<file path="src/rtl/traffic_pkg.sv">
// ---------------------------------------------------------------------------
// traffic_pkg
// Shared types and helpers for the traffic-light countdown block:
//   state_t      - countdown FSM states (IDLE / RUN / HOLD)
//   bcd_digit_t  - one 4-bit BCD digit
//   BLANK_CODE   - digit code the seven-segment decoder renders as "off"
//   bin_to_bcd   - 7-bit binary (0..99) to two BCD digits {tens, ones}
//   bcd_dec      - decrement a non-zero two-digit BCD value by one
// ---------------------------------------------------------------------------
package traffic_pkg;

    typedef enum logic [1:0] {
        ST_IDLE = 2'd0,
        ST_RUN  = 2'd1,
        ST_HOLD = 2'd2
    } state_t;

    typedef logic [3:0] bcd_digit_t;

    localparam bcd_digit_t BLANK_CODE = 4'hF;

    // Caller guarantees bin <= 99, so both quotient and remainder fit a digit.
    function automatic logic [7:0] bin_to_bcd(input logic [6:0] bin);
        bcd_digit_t t;
        bcd_digit_t o;
        t = 4'(bin / 7'd10);
        o = 4'(bin % 7'd10);
        return {t, o};
    endfunction

    // Borrow from the tens digit when the ones digit is already zero.
    function automatic logic [7:0] bcd_dec(input bcd_digit_t t, input bcd_digit_t o);
        logic [7:0] r;
        if (o == 4'd0) begin
            r = {t - 4'd1, 4'd9};
        end else begin
            r = {t, o - 4'd1};
        end
        return r;
    endfunction

endpackage : traffic_pkg

</file>
<file path="src/rtl/traffic_countdown_if.sv">
// ---------------------------------------------------------------------------
// traffic_countdown_if
// Control and display bundle of the countdown block.
//   load      - single-cycle request to start a countdown from load_val
//   load_val  - phase duration in seconds (unsigned binary)
//   pause     - level; freezes count and prescaler while high
//   tens/ones - BCD digits towards the seven-segment decoder
//   busy      - countdown active (RUN or HOLD)
//   done      - one-cycle pulse at expiry (or on a load of zero)
// Modports: master = controller side, slave = countdown block.
// ---------------------------------------------------------------------------
interface traffic_countdown_if;

    logic       load;
    logic [6:0] load_val;
    logic       pause;
    logic [3:0] tens;
    logic [3:0] ones;
    logic       busy;
    logic       done;

    modport master (
        output load, load_val, pause,
        input  tens, ones, busy, done
    );

    modport slave (
        input  load, load_val, pause,
        output tens, ones, busy, done
    );

endinterface : traffic_countdown_if

</file>
<file path="src/rtl/tick_prescaler.sv">
// ---------------------------------------------------------------------------
// tick_prescaler
// Divides clk down to a one-cycle tick every TICK_DIV enabled cycles.
// Ports:
//   clk   - system clock, rising edge
//   rst_n - asynchronous active-low reset
//   clr   - restart the division from zero (wins over en)
//   en    - advance the divider this cycle; when low the count holds
//   tick  - high in the enabled cycle in which the divider wraps
// ---------------------------------------------------------------------------
module tick_prescaler #(
    parameter int TICK_DIV = 50_000_000
) (
    input  logic clk,
    input  logic rst_n,
    input  logic clr,
    input  logic en,
    output logic tick
);

    localparam int CW = (TICK_DIV > 2) ? $clog2(TICK_DIV) : 1;
    localparam logic [CW-1:0] LAST = CW'(TICK_DIV - 1);

    logic [CW-1:0] cnt_q;
    logic [CW-1:0] cnt_d;

    // Tick is qualified by en so a frozen divider never emits a tick.
    assign tick = en && (cnt_q == LAST);

    // Next divider value: clear, wrap or increment.
    always_comb begin
        cnt_d = cnt_q;
        if (clr) begin
            cnt_d = '0;
        end else if (en) begin
            if (cnt_q == LAST) begin
                cnt_d = '0;
            end else begin
                cnt_d = cnt_q + CW'(1);
            end
        end else begin
            cnt_d = cnt_q;
        end
    end

    // Divider register.
    always_ff @(posedge clk or negedge rst_n) begin
        if (!rst_n) begin
            cnt_q <= '0;
        end else begin
            cnt_q <= cnt_d;
        end
    end

endmodule : tick_prescaler

</file>
<file path="src/rtl/traffic_countdown.sv">
// ---------------------------------------------------------------------------
// traffic_countdown
// Seconds countdown for a traffic-light phase, shown as two BCD digits.
// Ports:
//   clk   - system clock, rising edge
//   rst_n - asynchronous active-low reset
//   bus   - traffic_countdown_if.slave (load/load_val/pause in,
//           tens/ones/busy/done out; all outputs registered)
// Parameters:
//   TICK_DIV - clock cycles per one-second tick (>= 2)
//   MAX_SEC  - largest loadable count; larger load_val saturates (<= 99)
// Build option:
//   COUNTDOWN_BLANK_EN - when defined, tens is driven as BLANK_CODE while the
//   internal tens digit is zero so the decoder suppresses the leading zero.
//   Only the displayed tens value changes; count, state, busy and done do not.
// ---------------------------------------------------------------------------
module traffic_countdown #(
    parameter int TICK_DIV = 50_000_000,
    parameter int MAX_SEC  = 99
) (
    input  logic                 clk,
    input  logic                 rst_n,
    traffic_countdown_if.slave   bus
);

    import traffic_pkg::*;

    localparam logic [6:0] MAX_SEC_C = 7'(MAX_SEC);

`ifdef COUNTDOWN_BLANK_EN
    localparam bcd_digit_t TENS_DISP_RST = BLANK_CODE;
`else
    localparam bcd_digit_t TENS_DISP_RST = 4'd0;
`endif

    state_t     state_q, state_d;
    bcd_digit_t tens_q, tens_d;
    bcd_digit_t ones_q, ones_d;
    bcd_digit_t tens_disp_q, tens_disp_d;
    logic       busy_q, busy_d;
    logic       done_q, done_d;

    logic [6:0] sat_s;
    logic [7:0] load_bcd_s;
    logic [7:0] dec_bcd_s;
    logic       pre_en_s;
    logic       tick_s;

    tick_prescaler #(
        .TICK_DIV (TICK_DIV)
    ) u_prescaler (
        .clk   (clk),
        .rst_n (rst_n),
        .clr   (bus.load),
        .en    (pre_en_s),
        .tick  (tick_s)
    );

    // Saturate the requested duration and pre-compute load/decrement values.
    always_comb begin
        if (bus.load_val > MAX_SEC_C) begin
            sat_s = MAX_SEC_C;
        end else begin
            sat_s = bus.load_val;
        end
        load_bcd_s = bin_to_bcd(sat_s);
        dec_bcd_s  = bcd_dec(tens_q, ones_q);
    end

    // The divider runs in an active countdown unless paused or being reloaded.
    // HOLD with pause released advances too, so resuming costs no cycle.
    always_comb begin
        if (!bus.load && (state_q != ST_IDLE) && !bus.pause) begin
            pre_en_s = 1'b1;
        end else begin
            pre_en_s = 1'b0;
        end
    end

    // FSM next state, digit update and done generation; load has top priority.
    always_comb begin
        state_d = state_q;
        tens_d  = tens_q;
        ones_d  = ones_q;
        done_d  = 1'b0;
        if (bus.load) begin
            tens_d = load_bcd_s[7:4];
            ones_d = load_bcd_s[3:0];
            if (sat_s == 7'd0) begin
                state_d = ST_IDLE;
                done_d  = 1'b1;
            end else begin
                state_d = ST_RUN;
                done_d  = 1'b0;
            end
        end else begin
            case (state_q)
                ST_IDLE: begin
                    state_d = ST_IDLE;
                end
                ST_RUN, ST_HOLD: begin
                    if (bus.pause) begin
                        state_d = ST_HOLD;
                    end else if (tick_s) begin
                        // 01 -> 00 is expiry; a stray 00 is also retired safely.
                        if ((tens_q == 4'd0) && (ones_q <= 4'd1)) begin
                            tens_d  = 4'd0;
                            ones_d  = 4'd0;
                            state_d = ST_IDLE;
                            done_d  = 1'b1;
                        end else begin
                            tens_d  = dec_bcd_s[7:4];
                            ones_d  = dec_bcd_s[3:0];
                            state_d = ST_RUN;
                        end
                    end else begin
                        state_d = ST_RUN;
                    end
                end
                default: begin
                    state_d = ST_IDLE;
                    tens_d  = 4'd0;
                    ones_d  = 4'd0;
                end
            endcase
        end
    end

    // Registered status and display mapping of the tens digit.
    always_comb begin
        if (state_d != ST_IDLE) begin
            busy_d = 1'b1;
        end else begin
            busy_d = 1'b0;
        end
`ifdef COUNTDOWN_BLANK_EN
        if (tens_d == 4'd0) begin
            tens_disp_d = BLANK_CODE;
        end else begin
            tens_disp_d = tens_d;
        end
`else
        tens_disp_d = tens_d;
`endif
    end

    // State, digit and output registers.
    always_ff @(posedge clk or negedge rst_n) begin
        if (!rst_n) begin
            state_q     <= ST_IDLE;
            tens_q      <= 4'd0;
            ones_q      <= 4'd0;
            tens_disp_q <= TENS_DISP_RST;
            busy_q      <= 1'b0;
            done_q      <= 1'b0;
        end else begin
            state_q     <= state_d;
            tens_q      <= tens_d;
            ones_q      <= ones_d;
            tens_disp_q <= tens_disp_d;
            busy_q      <= busy_d;
            done_q      <= done_d;
        end
    end

    assign bus.tens = tens_disp_q;
    assign bus.ones = ones_q;
    assign bus.busy = busy_q;
    assign bus.done = done_q;

endmodule : traffic_countdown

</file>
<file path="src/flat_wrapper.sv">
// flat-port wrapper written by rule: the top's interface ports become plain ports
module traffic_countdown_flat import traffic_pkg::*;
#(
    parameter int TICK_DIV = 50_000_000,
    parameter int MAX_SEC  = 99
)
  (clk, rst_n, bus_load, bus_load_val, bus_pause, bus_tens, bus_ones, bus_busy, bus_done);
  traffic_countdown_if bus_i ();
  input  logic clk;
  input  logic rst_n;
  input wire logic [$bits(bus_i.load)-1:0] bus_load;
  input wire logic [$bits(bus_i.load_val)-1:0] bus_load_val;
  input wire logic [$bits(bus_i.pause)-1:0] bus_pause;
  output wire logic [$bits(bus_i.tens)-1:0] bus_tens;
  output wire logic [$bits(bus_i.ones)-1:0] bus_ones;
  output wire logic [$bits(bus_i.busy)-1:0] bus_busy;
  output wire logic [$bits(bus_i.done)-1:0] bus_done;
  assign bus_i.load = bus_load;
  assign bus_i.load_val = bus_load_val;
  assign bus_i.pause = bus_pause;
  assign bus_tens = bus_i.tens;
  assign bus_ones = bus_i.ones;
  assign bus_busy = bus_i.busy;
  assign bus_done = bus_i.done;
  traffic_countdown #(.TICK_DIV(TICK_DIV), .MAX_SEC(MAX_SEC)) u_core (.clk(clk), .rst_n(rst_n), .bus(bus_i));
endmodule
</file>
<file path="config.mk">
export PLATFORM = sky130hd
export DESIGN_NAME = traffic_countdown_flat
export DESIGN_NICKNAME = d
export VERILOG_FILES = /design/src/rtl/traffic_pkg.sv /design/src/rtl/traffic_countdown_if.sv /design/src/rtl/tick_prescaler.sv /design/src/rtl/traffic_countdown.sv /design/src/flat_wrapper.sv
export SDC_FILE = /design/constraint.sdc
export NUM_CORES = 1
export LEC_CHECK = 0
export ABC_AREA = 1
export CORE_MARGIN = 1
export CORE_UTILIZATION = 54
export CTS_BUF_LIST = sky130_fd_sc_hd__clkbuf_8
export CTS_CLUSTER_DIAMETER = 50
export DETAILED_ROUTE_END_ITERATION = 12
export GPL_TIMING_DRIVEN = 0
export HOLD_SLACK_MARGIN = 0.02
export PLACE_DENSITY = 0.89
export SLEW_MARGIN = 20
export SYNTH_ARGS = -nofsm -noshare
export SYNTH_HDL_FRONTEND = slang
export SYNTH_SLANG_ARGS = --single-unit
</file>
<file path="constraint.sdc">
create_clock -name clk -period 2.1 [get_ports clk]
set_clock_uncertainty 0.05 [all_clocks]
set_input_delay 0.21 -clock clk [delete_from_list [all_inputs] [get_ports clk]]
set_output_delay 0.21 -clock clk [all_outputs]
set_load 0.05 [all_outputs]
</file>
== Yosys cells after proc, flatten, opt, wreduce, memory -nomap -nowiden ==
Index checks and enable logic that the tools add are counted.
Storage, ports and cells
  output and inout bits: 10
  register bits after elaboration: 38
  input bits: 11
  word-level logic and storage cells: 65
Operators by class
  mux-type cells: 29
  equality and inequality tests: 7
  reductions and logical operators: 16
  $add $sub $neg: 3
  order comparisons: 2
  div/mod/pow operators: 2
Operator list (count)
  $mux W26: 3
  $mux W4: 8
  $add A26 B1 Y26 const B: 1
  $eq A26 B26 Y1 const B: 1
  $pmux W4 S2: 2
  $mux W1: 11
  $logic_not A4 Y1: 2
  $mux W8: 1
  $sub A4 B1 Y4 const B: 2
  $div A7 B4 Y7 const B: 1
  $gt A7 B7 Y1 const B: 1
  $logic_not A7 Y1: 1
  $mod A7 B4 Y7 const B: 1
  $mux W7: 1
  $mux W2: 3
  $reduce_bool A2 Y1: 3
  $le A4 B1 Y1 const B: 1
  $logic_and A1 B1 Y1: 4
  $ne A4 B2 Y1 const B: 1
  $reduce_and A4 Y1: 1
  $ne A3 B2 Y1 const B: 1
  $ne A3 B3 Y1 const B: 1
  $reduce_and A3 Y1: 1
  $eq A2 B1 Y1 const B: 1
  other kinds (5): 6

== Logic depth before layout (Yosys ltp) ==
  depth after elaboration: 11
  mapped depth: 23
  gate-level depth less buffers: 23

== Modules after synthesis ==
Synthesis repeated with hierarchy kept, for this count alone.
Second synthesis, totals
  cells, all modules: 414
  area, all modules: 2826.5 um^2
By module, submodules not included
  tick_prescaler: area an instance 1687.9 um^2, instances 1, cells an instance 246
  traffic_countdown: area an instance 1138.6 um^2, instances 1, cells an instance 168

== Worst setup path after synthesis ==
Ideal clock, no wire load.
  kind: input -> register
  from: input bus_load_val[6]
  to: register u_core.ones_q[1], in the netlist u_core.bus.ones[1]
  path slack: -0.218 ns
  required time: 1.919 ns
  arrival time: 2.137 ns
  stages on the path: 21
  path through: nand2_2 -> clkinv_1 -> nand2_2 -> nand2_1 -> inv_1 -> ha_1 -> o21ai_4 -> nand3_2 -> nand2_1 -> nand3_1 -> nand2_1 -> nand2_2 -> nand2_1 -> nand2_1 -> inv_1 -> ha_1 -> nand2_1 -> nand2_2 -> nand2_2 -> nor2_1 -> o22ai_2
On the way
  longest elaborated chain between the ends: 4
Ends and longest elaborated chain
  from (decl): RTL line flat_wrapper.sv:12  | input wire logic [$bits(bus_i.load_val)-1:0] bus_load_val;
  $gt A7 B7 Y1: RTL line traffic_countdown.sv:61  | if (bus.load_val > MAX_SEC_C) begin
  $mux W7 *: RTL line traffic_countdown.sv:61
  $mod A7 B4 Y7 *: RTL line traffic_pkg.sv:27  | o = 4'(bin % 7'd10);
  $mux W4 *: RTL line traffic_countdown.sv:86  | if (bus.load) begin
  to (signal assigned): RTL line traffic_countdown.sv:159  | ones_q <= ones_d;
  to (decl): RTL line traffic_countdown.sv:38  | bcd_digit_t ones_q, ones_d;
Every way passes the cells marked *; elsewhere a longest branch is shown, timed or not.
A chain may end at the register's enable or synchronous reset.

== Final worst setup path ==
  from: register u_core.u_prescaler.cnt_q[0]
  to: register u_core.u_prescaler.cnt_q[25]
On the way
  longest elaborated chain between the ends: 4
  elaborated cells between the ends (all ways): 5
Ends and longest elaborated chain
  from (decl): RTL line tick_prescaler.sv:24  | logic [CW-1:0] cnt_q;
  from (signal assigned): RTL line tick_prescaler.sv:51  | cnt_q <= cnt_d;
  $add A26 B1 Y26 / $eq A26 B26 Y1 (equally long branches): RTL line tick_prescaler.sv:39, tick_prescaler.sv:36
  $mux W26 *: RTL line tick_prescaler.sv:36  | if (cnt_q == LAST) begin
  $mux W26 *: RTL line tick_prescaler.sv:35  | end else if (en) begin
  $mux W26 *: RTL line tick_prescaler.sv:33  | if (clr) begin
Every way passes the cells marked *; elsewhere a longest branch is shown, timed or not. The select of a mux whose other input is x is not followed.

==> results.cfg <==
[status]
status = complete, but fails checks
violations = DRC, setup timing

[critical_path]
setup.worst_path.end_class = register
critical_path.startpoint_type = register
arrival_ns = 2.46
crit_fanout = 4
worstPathRequired_ns = 2.23
reg2reg_depth = 15
critPathKind = register to register

[flow_run]
maxCapViolations = 0

[cells_and_area]
n_antenna_cell = 0
stdcell_count = 466
finalInstanceArea_um2 = 3690
nets = 429
area.growth.synth_to_final_pct = 44.1
final_cell_mix = inv_1, buf_4, nand2_1
final_common_cell = inv_1
drive_above_1_share_pct = 39.1

[cts]
clk-insertion-delay-late_ns = 0.32
root_buffer = clkbuf_8
h-tree-depth = 2
cts_tree = done
clock_path_buffers = 2
path_clk_slew_ns = 0.09
cts.sinks = 38
cts_buffers = 5

[timing]
drv_slew = 0
fin_crit_sh_pct = 111
hold_viol = 0
worst-slew-pin-transition_ns = 0.779
setup-violations-final = 30
layout_setup_ws_ns = -0.229
maxSlewHeadroom_pct = 47.3
holdWs_ns = 0.207
period_needed_ns = 2.33
fmax_mhz = 429
finalSetupTns_ns = -2.80
rsz0062_at_grt = yes

[placement]
dp_hpwl_um = 4410
place_congestion = 0.874
io_buffers = 20
pre_cts_ws_ns = -1.02
place_inst = 416
placed_area_um2 = 2910

[die]
initial_core_util_pct = 57.7
chipWidth_um = 70.9
coreArea_um2 = 4440
die_h_um = 70.9
rows = 24
io_pins = 21
dieArea_um2 = 5020

[yosys]
synth_warnings = 0
yosys-mux-area-fraction_pct = 0.439
syn_area_um2 = 2560
synth_seq_cells = 38
synth-compound-area-share_pct = 16.1
synth_cell_types = 40
synth_xor_area_share_pct = 4.10
ys_seq_area_share_pct = 37.1
synthSimpleGateAreaFrac_pct = 29.4
syn-num-nets = 359
synth_fa_ha_area_share_pct = 2.44
synth_area_per_cell_um2 = 7.47
synth_top_family_by_area = simple AND/OR/NAND/NOR gates
netlist_instances = 343

[power]
intPower_mw = 1.43
p_leak_nw = 1.61
powerDensity_nw_per_um2 = 658
ir_worst_vdd_mv = 0.611
pwr-share-clk_pct = 23.4
p_seq_share_pct = 35.7
power_frac_comb_pct = 40.9
p_sw_share_pct = 41.4
p_switching_mw = 1.01

[detailed_routing]
via_per_inst = 6.68
routed_wl_um = 9590
vias = 3112
dr.pass1.iters = 9
detail_route.drc_violations = 2
drtIter0Drc = 550
routedWlPerCell_um = 20.6
final_antenna_net_count = 0

[grt]
first_global_vias = 2801
globalRouteOverflowTotal = 0
grt_max_degree = 33
grt_usage_pct = 31.5
antenna_found_initial = 0
grt_pass1_wl_um = 12500

[hold_path]
hp-class = input port to async pin
## state kept, by name (all words and copies together) (netlist names)
signal / cells
u_core.u_prescaler.cnt_q: 26
u_core.state_q: 2
u_core.bus.done: 1
u_core.bus.busy: 1
u_core.bus.ones: 4
u_core.tens_q: 4
## per-stage QoR
stage               power, mW  utilization (%)
CTS                      2.24             74.5
global route             2.52             83.1
finish                   2.43             83.1
floorplan                1.40                -
global placement         1.61             65.2
detailed placement       1.64             65.6
## worst paths after layout
path	slack, ns	end	startpoint
max in group asynchronous	1.34	u_core.tens_q[1]$_DFFE_PN0P_	rst_n
min in group clk	0.31	u_core.bus.done$_DFF_PN0_	bus_load_val[6]
min	0.21	u_core.bus.busy$_DFF_PN0_	rst_n
max	-0.23	u_core.u_prescaler.cnt_q[25]$_DFFE_PN0P_	u_core.u_prescaler.cnt_q[0]$_DFFE_PN0P_
max reg2reg	-0.23	u_core.u_prescaler.cnt_q[25]$_DFFE_PN0P_	u_core.u_prescaler.cnt_q[0]$_DFFE_PN0P_
min reg2reg	0.49	u_core.tens_q[1]$_DFFE_PN0P_	u_core.tens_q[1]$_DFFE_PN0P_
## power groups by stage
stage / sequential (mW) / clock, mW / combinational, mW
6_report: 0.868 / 0.568 / 0.995
5_1_grt: 0.876 / 0.594 / 1.05
4_1_cts: 0.852 / 0.550 / 0.843
3_5_place_dp: 0.864 / 0 / 0.772
3_3_place_gp: 0.863 / 0 / 0.743
2_1_floorplan: 1.03 / 0 / 0.367
## critical path, stage by stage, from the launching register on
cell	delay, ns
dfrtp_1	0.42
nand3_2	0.10
nor2_2	0.13
inv_2	0.05
nor2_2	0.14
inv_2	0.06
nor2_4	0.12
inv_2	0.07
nor2_4	0.14
nand3_4	0.10
nor2_4	0.11
nand4_1	0.21
nor2_2	0.18
nand2_1	0.08
xor2_1	0.16
o22ai_1	0.09
## area by class of cell
type,count,area (um^2)
tap,52,65.1
sequential,38,956
clock inverter,2,12.5
inverter,64,248
clock buffer,6,82.6
buffer,5,33.8
timing repair buffer,63,563
fill,207,751
multi-input combinational,236,1730
## cells in the mapped netlist (all sizes together)
master  instances  area (um^2)
inv            63          236
nand2          59          254
dfrtp          38          951
nor2           38          158
nand3          26          150
o21ai          23          126
o22ai          20          131
a21oi          11         58.8
nor3           10         60.1
xor2           10         87.6
nand4           9         62.6
nor4            7         43.8
ha              5         62.6
clkbuf          4         15.0
or2             3         18.8
a31oi           2         12.5
o211ai          2         15.0
o32ai           2         17.5
xnor2           2         17.5
a22o            1         8.76
a32o            1         10.0
and2            1         6.26
buf             1         11.3
clkinv          1         3.75
mux2            1         11.3
o21bai          1         7.51
o311ai          1         8.76
o41ai           1         16.3
## layer usage
layer	global-route usage, %	wire length (um)
met3	8.97	1020
met1	37.6	3550
met5	0	0
met2	53.0	4410
met4	14.2	610
## timing repair
item                                    4_1_cts  5_1_grt
hold endpoints to repair                     38        0
setup buffers                                23       18
cloned                                        0        0
hold buffers                                  1        0
endpoints found under the setup margin       31       32
resized for setup                            56       73
pin swaps                                    29       47
## kinds of logic (layout without fill, tap and decap cells)
| group | after synthesis | count (layout) |
|---|---|---|
| compound gates | 65 | 65 |
| fa+ha+maj | 5 | 5 |
| mux | 1 | 1 |
| xor+xnor | 12 | 12 |
| flops | 38 | 38 |
| buf+inv | 69 | 140 |
| simple gates | 153 | 153 |
Note: power is estimated with default switching activity, not from simulation.
